$ cat src/rtl/pwm_ramp_ctrl.sv
// pwm_ramp_ctrl: two-requester duty ramp controller driving pwm duty_need/duty_gap
module pwm_ramp_ctrl #(
   parameter int DUTY_W   = 20,
   parameter int GAP_W    = 10,
   parameter int TICK_DIV = 1000,
   parameter int TICK_W   = 16
) (
   input  logic              clk,
   input  logic              rst,
   input  logic              req0_valid,
   input  logic [DUTY_W-1:0] req0_target,
   input  logic [GAP_W-1:0]  req0_step,
   output logic              req0_ready,
   input  logic              req1_valid,
   input  logic [DUTY_W-1:0] req1_target,
   input  logic [GAP_W-1:0]  req1_step,
   output logic              req1_ready,
   output logic [DUTY_W-1:0] duty_need,
   output logic [GAP_W-1:0]  duty_gap,
   output logic              busy,
   output logic              done,
   output logic              owner
);
   typedef enum logic [1:0] {IDLE, RAMP, DONE} state_t;
   state_t state_q, state_d;
   logic [DUTY_W-1:0] duty_q, duty_d, tgt_q, tgt_d, step_res, acc_tgt;
   logic [DUTY_W:0] sum;
   logic [GAP_W-1:0] gap_q, gap_d, acc_stp;
   logic [TICK_W-1:0] tick_q, tick_d;
   logic owner_q, owner_d, acc0, acc1, acc, tick_hit;
   assign req1_ready = !rst && (state_q == IDLE || (state_q == RAMP && !owner_q));
   assign req0_ready = !rst && state_q == IDLE && !req1_valid;
   assign acc1 = req1_valid && req1_ready;
   assign acc0 = req0_valid && req0_ready;
   assign acc = acc0 || acc1;
   assign acc_tgt = acc1 ? req1_target : req0_target;
   assign acc_stp = acc1 ? req1_step : req0_step;
   assign tick_hit = tick_q == TICK_W'(TICK_DIV - 1);
   assign sum = {1'b0, duty_q} + (DUTY_W + 1)'(gap_q);
   assign step_res = (tgt_q > duty_q)
      ? ((sum > {1'b0, tgt_q}) ? tgt_q : sum[DUTY_W-1:0])
      : (((duty_q - tgt_q) <= DUTY_W'(gap_q)) ? tgt_q : duty_q - DUTY_W'(gap_q));
   assign duty_need = duty_q;
   assign duty_gap = gap_q;
   assign busy = state_q == RAMP;
   assign done = state_q == DONE;
   assign owner = owner_q;
   // next state: acceptance (incl. preemption) wins over a tick step in the same cycle
   always_comb begin
      state_d = state_q;
      duty_d = duty_q;
      tgt_d = tgt_q;
      gap_d = gap_q;
      owner_d = owner_q;
      tick_d = tick_q;
      if (acc) begin
         tgt_d = acc_tgt;
         gap_d = (acc_stp == '0) ? GAP_W'(1) : acc_stp;
         owner_d = acc1;
         tick_d = '0;
         state_d = (acc_tgt == duty_q) ? DONE : RAMP;
      end else if (state_q == RAMP) begin
         tick_d = tick_hit ? '0 : tick_q + 1'b1;
         if (tick_hit) begin
            duty_d = step_res;
            state_d = (step_res == tgt_q) ? DONE : RAMP;
         end
      end else if (state_q == DONE) begin
         state_d = IDLE;
      end
   end
   // state registers with synchronous reset
   always_ff @(posedge clk) begin
      if (rst) begin
         state_q <= IDLE;
         duty_q <= '0;
         tgt_q <= '0;
         gap_q <= GAP_W'(1);
         owner_q <= 1'b0;
         tick_q <= '0;
      end else begin
         state_q <= state_d;
         duty_q <= duty_d;
         tgt_q <= tgt_d;
         gap_q <= gap_d;
         owner_q <= owner_d;
         tick_q <= tick_d;
      end
   end
endmodule

$ cat config.mk
export PLATFORM = sky130hd
export DESIGN_NAME = pwm_ramp_ctrl
export DESIGN_NICKNAME = d
export VERILOG_FILES = /design/src/rtl/pwm_ramp_ctrl.sv
export SDC_FILE = /design/constraint.sdc
export NUM_CORES = 1
export LEC_CHECK = 0
export ABC_AREA = 1
export CELL_PAD_IN_SITES_DETAIL_PLACEMENT = 1
export CELL_PAD_IN_SITES_GLOBAL_PLACEMENT = 1
export CORE_ASPECT_RATIO = 0.6
export CORE_MARGIN = 3
export CORE_UTILIZATION = 41
export CTS_BUF_LIST = sky130_fd_sc_hd__clkbuf_4
export CTS_CLUSTER_SIZE = 25
export DETAILED_ROUTE_END_ITERATION = 16
export GPL_TIMING_DRIVEN = 0
export PLACE_DENSITY_LB_ADDON = 0.1
export SYNTH_ARGS = -nofsm -noshare
export SYNTH_HDL_FRONTEND = slang
export SYNTH_SLANG_ARGS = --single-unit
$ cat constraint.sdc
create_clock -name clk -period 4.6 [get_ports clk]
set_input_delay 1.38 -clock clk [delete_from_list [all_inputs] [get_ports clk]]
set_output_delay 1.38 -clock clk [all_outputs]
set_load 0.02 [all_outputs]
Word level (Yosys, flattened, before mapping)
Cells that the tools add are included.
{ "op_classes": {"shifts": 0, "eq_ne": 6, "muxes": 13, "bitwise": 1, "n_div": 0, "n_reduce_logical": 17, "add_sub_neg": 4, "mul": 0, "order_cmp": 3} }
{ "ops": {"columns": ["cell", "n"], "rows": [
  ["20-bit 2-to-1 mux", 4],
  ["20-bit equality test", 2],
  ["20-bit by 10-bit adder with 21-bit output", 1],
  ["21-bit by 20-bit > comparator with 1-bit output", 1],
  ["20-bit > comparator", 1],
  ["20-bit by 10-bit <= comparator with 1-bit output", 1],
  ["10-bit 2-to-1 mux", 2],
  ["20-bit by 10-bit subtractor with 20-bit output", 1],
  ["20-bit subtractor", 1],
  ["16-bit by 1-bit adder with 16-bit output (second input constant)", 1],
  ["16-bit by 10-bit equality test with 1-bit output (second input constant)", 1],
  ["16-bit 2-to-1 mux", 1],
  ["2-bit 2-to-1 mux", 6],
  ["10-bit logical NOT", 1],
  ["1-bit logical AND", 6],
  ["1-bit logical NOT", 3],
  ["3-bit by 1-bit inequality test with 1-bit output (second input constant)", 1],
  ["3-bit AND reduction", 1],
  ["3-bit nonzero test", 1],
  ["2-bit by 1-bit equality test with 1-bit output (second input constant)", 1],
  ["2-bit equality test (second input constant)", 1],
  ["2-bit logical NOT", 1],
  ["1-bit logical OR", 2],
  ["2-bit AND reduction", 1],
  ["other kinds (2)", 2]
]} }
{ "word_totals": {"memories": 0, "latch_bits": 0, "output_inout_bits": 35, "wordCells": 50, "reg_bits": 69, "romBits": 0, "mem_bits_rw": 0} }

Depth between registers and ports, before layout
{ "depth": {"ltp_word": 9, "depth_mapped": 39} }

Worst setup path after synthesis
OpenSTA, ideal clock, no wires.
{ "synth_timing": {"path_kind": "reg2reg", "startpoint": "register duty_q[1] (netlist: duty_need[1])", "endpoint": "register state_q[0]", "setup_ns": 0.132, "path_stages_with_launch": 34, "required_ns": 4.468, "n_path_buf": 1, "setup_slack_ns": 0.635, "arrival_time_ns": 3.833, "path_cell_list": "dfxtp_1 inv_1 fa_1 o21ai_2 nand2_1 nand2_1 nand2_1 nand2_1 nand2_1 nand2_1 nand2_1 nand2_1 inv_1 ha_1 nand3_1 nor3_1 nand2_1 nand2_1 nand2_1 nand2_1 nand2_1 nand2_1 nand2_1 nand2_1 nand2_2 buf_4 o211ai_1 nand3_1 nand2_1 nand2_1 nor2_1 nand3_1 nand2_1 a21oi_1"} }
{ "synth_between": {"elab_chain_cells": 9} }
{ "synth_lines": {"columns": ["element", "line_no", "text"], "rows": [
  ["start: declaration", "26", "logic [DUTY_W-1:0] duty_q, duty_d, tgt_q, tgt_d, step_res, acc_tgt;"],
  ["start signal: assignment", "83", "duty_q <= duty_d;"],
  ["20-bit by 10-bit adder with 21-bit output or 20-bit subtractor (tied branches)", "39, 42", null],
  ["21-bit by 20-bit > comparator with 1-bit output or 20-bit by 10-bit <= comparator with 1-bit output (tied branches)", "41, 42", null],
  ["20-bit 2-to-1 mux, on equally long branches", "41, 42", null],
  ["20-bit 2-to-1 mux", "41", "? ((sum > {1'b0, tgt_q}) ? tgt_q : sum[DUTY_W-1:0])"],
  ["20-bit equality test", "66", "state_d = (step_res == tgt_q) ? DONE : RAMP;"],
  ["2-bit 2-to-1 mux", "66", null],
  ["2-bit 2-to-1 mux", "64", "if (tick_hit) begin"],
  ["2-bit 2-to-1 mux", "62", "end else if (state_q == RAMP) begin"],
  ["2-bit 2-to-1 mux *", "56", "if (acc) begin"],
  ["end signal: assignment", "82", "state_q <= state_d;"],
  ["end: declaration", "25", "state_t state_q, state_d;"]
]} }
Mark *: on every way between the ends. The rest lies on a longest branch, timed or not. The select of a mux whose other input is x is not followed.
A chain may end at the register's enable or synchronous reset.

Worst setup path after layout
{ "layout_timing": {"startpoint": "register duty_q[11] (netlist: duty_need[11])", "endpoint": "register state_q[0]"} }
The elaborated chain is that of the path after synthesis.

==> impl_metrics.csv <==
group,metric,value,unit
power,vdd_drop_max,0.0001069,V
logic_synthesis,synthDistinctLibCells,55,
drt,via_per_inst,6.018,
logic_synthesis,netlist_instances,1290,
clock_network,cts_buffers,9,
critical_path,reg2reg_setup_slack,-0.16,ns
hold_path,hp-start,"tick_q[7]$_SDFFE_PP0P_",
critical_path,timing.rr.start,"duty_need[11]$_SDFFE_PP0P_",
drt,drtIter0Drc,1027,
clock_network,holdBufCountCts,0,
sta,slew_violations,0,
critical_path,critPathArrivalTime,5.15,ns
sta,slew_headroom,40.21,%
drt,wl_per_cell,23.71,um
final_layout,area_growth_syn_to_layout,31.24,%
die,dieWidth,185.8,um
final_layout,layout_common_cells,"nand2_1, inv_1, nand3_1",
logic_synthesis,yosys_most_used_dff,"dfxtp_1",
clock_network,htreeDepth,3,
final_layout,nNetsFinal,1586,
outcome,violations,"setup timing",
hold_path,holdPathEnd,"tick_q[7]$_SDFFE_PP0P_",
job,drv_cap,0,
logic_synthesis,synth-edff-count,0,
logic_synthesis,ys_warn_count,0,
critical_path,path_max_fanout,9,
critical_path,critPathMaxStageDelay,0.39,ns
final_layout,drive_gt1_share,17.66,%
critical_path,start_kind,"register",
sta,min_period,4.757,ns
die,num_rows,38,
critical_path,cp.required,4.99,ns
die,start_util,42.87,%
critical_path,critical-path-slowest-cell,"dfxtp_1",
sta,setup_viol_count_final,2,
placed_design,port_buffers,98,
power,power,2.414,mW
outcome,status,"complete, but fails checks",
critical_path,reg2reg_depth,30,
global_route,gr-total-overflow,0,
die,ios,99,
clock_network,clkLatencyLatePin,0.51,ns
global_route,grt_use_total,33.83,%
logic_synthesis,netlist_area,7950,um2
die,die_h,113.9,um
hold_path,hold_class,"reg -> reg",
global_route,antenna_found_initial,0,
die,core,18540,um2
sta,setup_tns,-0.3121,ns
clock_network,clk_path_buf_depth,2,
placed_design,place.gp.congestion,1.006,
clock_network,cts_sinks,69,
drt,finalWirelength,40090,um
global_route,grt_max_degree,15,
sta,worst_pin_slew,0.8969,ns
critical_path,r2r-end,"state_q[0]$_SDFFE_PP0P_",
power,p_leak,5.163,nW
drt,drc,0,
sta,fin_ws,-0.1573,ns
sta,fmax,0.2102,GHz
placed_design,hpwl,29040,um
sta,fin_skew,0.03680,ns
hold_path,holdPathStages,2,
logic_synthesis,async_flop_share,0,%
clock_network,path_clk_slew,0.17,ns
global_route,grt_pass1_wl,54220,um
critical_path,endpoint_kind,"register",
power,p_per_area,231.4,nW/um2
critical_path,crit_type,"reg -> reg",
sta,post-route-period-util,103.4,%
logic_synthesis,synth_nets,1431,
drt,dr.pass1.iters,5,
final_layout,layout.cells.most_common,"nand2_1",
drt,vias,10180,
sta,hold_violations,0,
clock_network,cts-root-buf,"clkbuf_4",
logic_synthesis,seq_area_frac_synth,17.37,%
logic_synthesis,avgSynthCellArea,6.163,um2
clock_network,tritoncts,"yes",
critical_path,crit_top_cell,"nand2_1",
drt,drtAntennaViolNets,0,
die,die-area,21150,um2
logic_synthesis,ys_ff_latch,69,
global_route,grt_pass1_vias,9474,
-- sequential cells by signal, indices dropped and copies added, names as in the netlist --
register / flops
duty_gap: 10
duty_need: 20
owner: 1
state_q: 2
tgt_q: 20
tick_q: 16
-- per-layer routing --
metal | track usage (%) | vias up | share of wire (%)
met2 | 48.54 | 553 | 42
li1 | - | 4557 | -
met5 | 0 | - | 0
met3 | 10.33 | 96 | 11
met4 | 5.999 | 0 | 2.4
met1 | 50.14 | 4971 | 45
-- synth_stat cells (21+ instances only) --
cell | n | share of area, %
nand2_1 | 327 | 15
o22ai_1 | 32 | 2.5
xor2_1 | 52 | 5.7
o21ai_0 | 42 | 2.6
nand4_1 | 41 | 3.2
nor2_1 | 84 | 4.0
a21oi_1 | 62 | 3.9
inv_1 | 192 | 9.1
ha_1 | 74 | 12
nand3_1 | 143 | 9.0
nor3_1 | 21 | 1.3
dfxtp_1 | 69 | 17
-- worst max path at each step --
stage                               startpoint                      end  slack [ns]  cells past startpoint
finish              duty_need[11]$_SDFFE_PP0P_  state_q[0]$_SDFFE_PP0P_       -0.16                     30
CTS                   duty_gap[2]$_SDFFE_PP0P_  state_q[0]$_SDFFE_PP0P_       0.003                     39
floorplan            duty_need[1]$_SDFFE_PP0P_  state_q[0]$_SDFFE_PP0P_        0.64                     33
detailed placement   duty_need[1]$_SDFFE_PP0P_  state_q[0]$_SDFFE_PP0P_       -0.65                     32
global route          duty_gap[7]$_SDFFE_PP0P_  state_q[1]$_SDFFE_PP0P_       -0.27                     32
global placement     duty_need[1]$_SDFFE_PP0P_  state_q[0]$_SDFFE_PP0P_       -0.61                     32
-- power breakdown --
part | switching, mW | internal [mW]
combinational | 0.805 | 0.460
sequential | 0.0413 | 0.633
clock | 0.303 | 0.173
-- area by class of cell --
type	count	area (um2)
Antenna cell	1	2.502
Sequential cell	69	1438
Clock buffer	9	67.56
Clock inverter	7	80.08
Buffer	39	237.7
Inverter	197	749.5
Multi-Input combinational cell	984	6148
Tap cell	240	300.3
Fill cell	2525	8109
Timing Repair Buffer	145	1410
-- worst max-delay path, delay by kind of cell (launching register included) --
kind            cells  cell delay [ns]
compound gates      4             0.51
xor+xnor            1             0.33
fa+ha+maj           1             0.32
buf+inv             3             0.59
flops               1             0.39
simple gates       21             2.52
-- per-stage QoR --
step                      setup slack [ns]  std cells  hold WS, ns  cell area (um2)  utilization [%]
after global routing               -0.2683       1690       0.5454            10430            56.26
after CTS                         0.003333       1647       0.4999             9547            51.48
after floorplan                     0.6351       1290       0.4575             7950                -
final                              -0.1573       1691       0.4997            10430            56.27
after detailed placement           -0.6520       1628       0.4803             9231            49.78
after global placement             -0.6133       1628       0.4769             9231            49.78
-- what timing repair did --
action                     in CTS  in global routing
pin swaps                       2                 49
buffers inserted                3                 40
setup endpoints to repair       9                 13
resized for setup              47                143
gates cloned                    0                  4
-- cells by family after synthesis --
family,count (synthesis),synth area share (%)
multiplexers,19,2.392
AO/OA/AOI/OAI,169,12.35
AND/OR/NAND/NOR,663,37.47
XOR/XNOR,56,6.169
buffers and inverters,237,11.83
flip-flops,69,17.37
adder cells (fa/ha/maj),77,12.40
No activity file was read; power rests on OpenSTA's default activity.
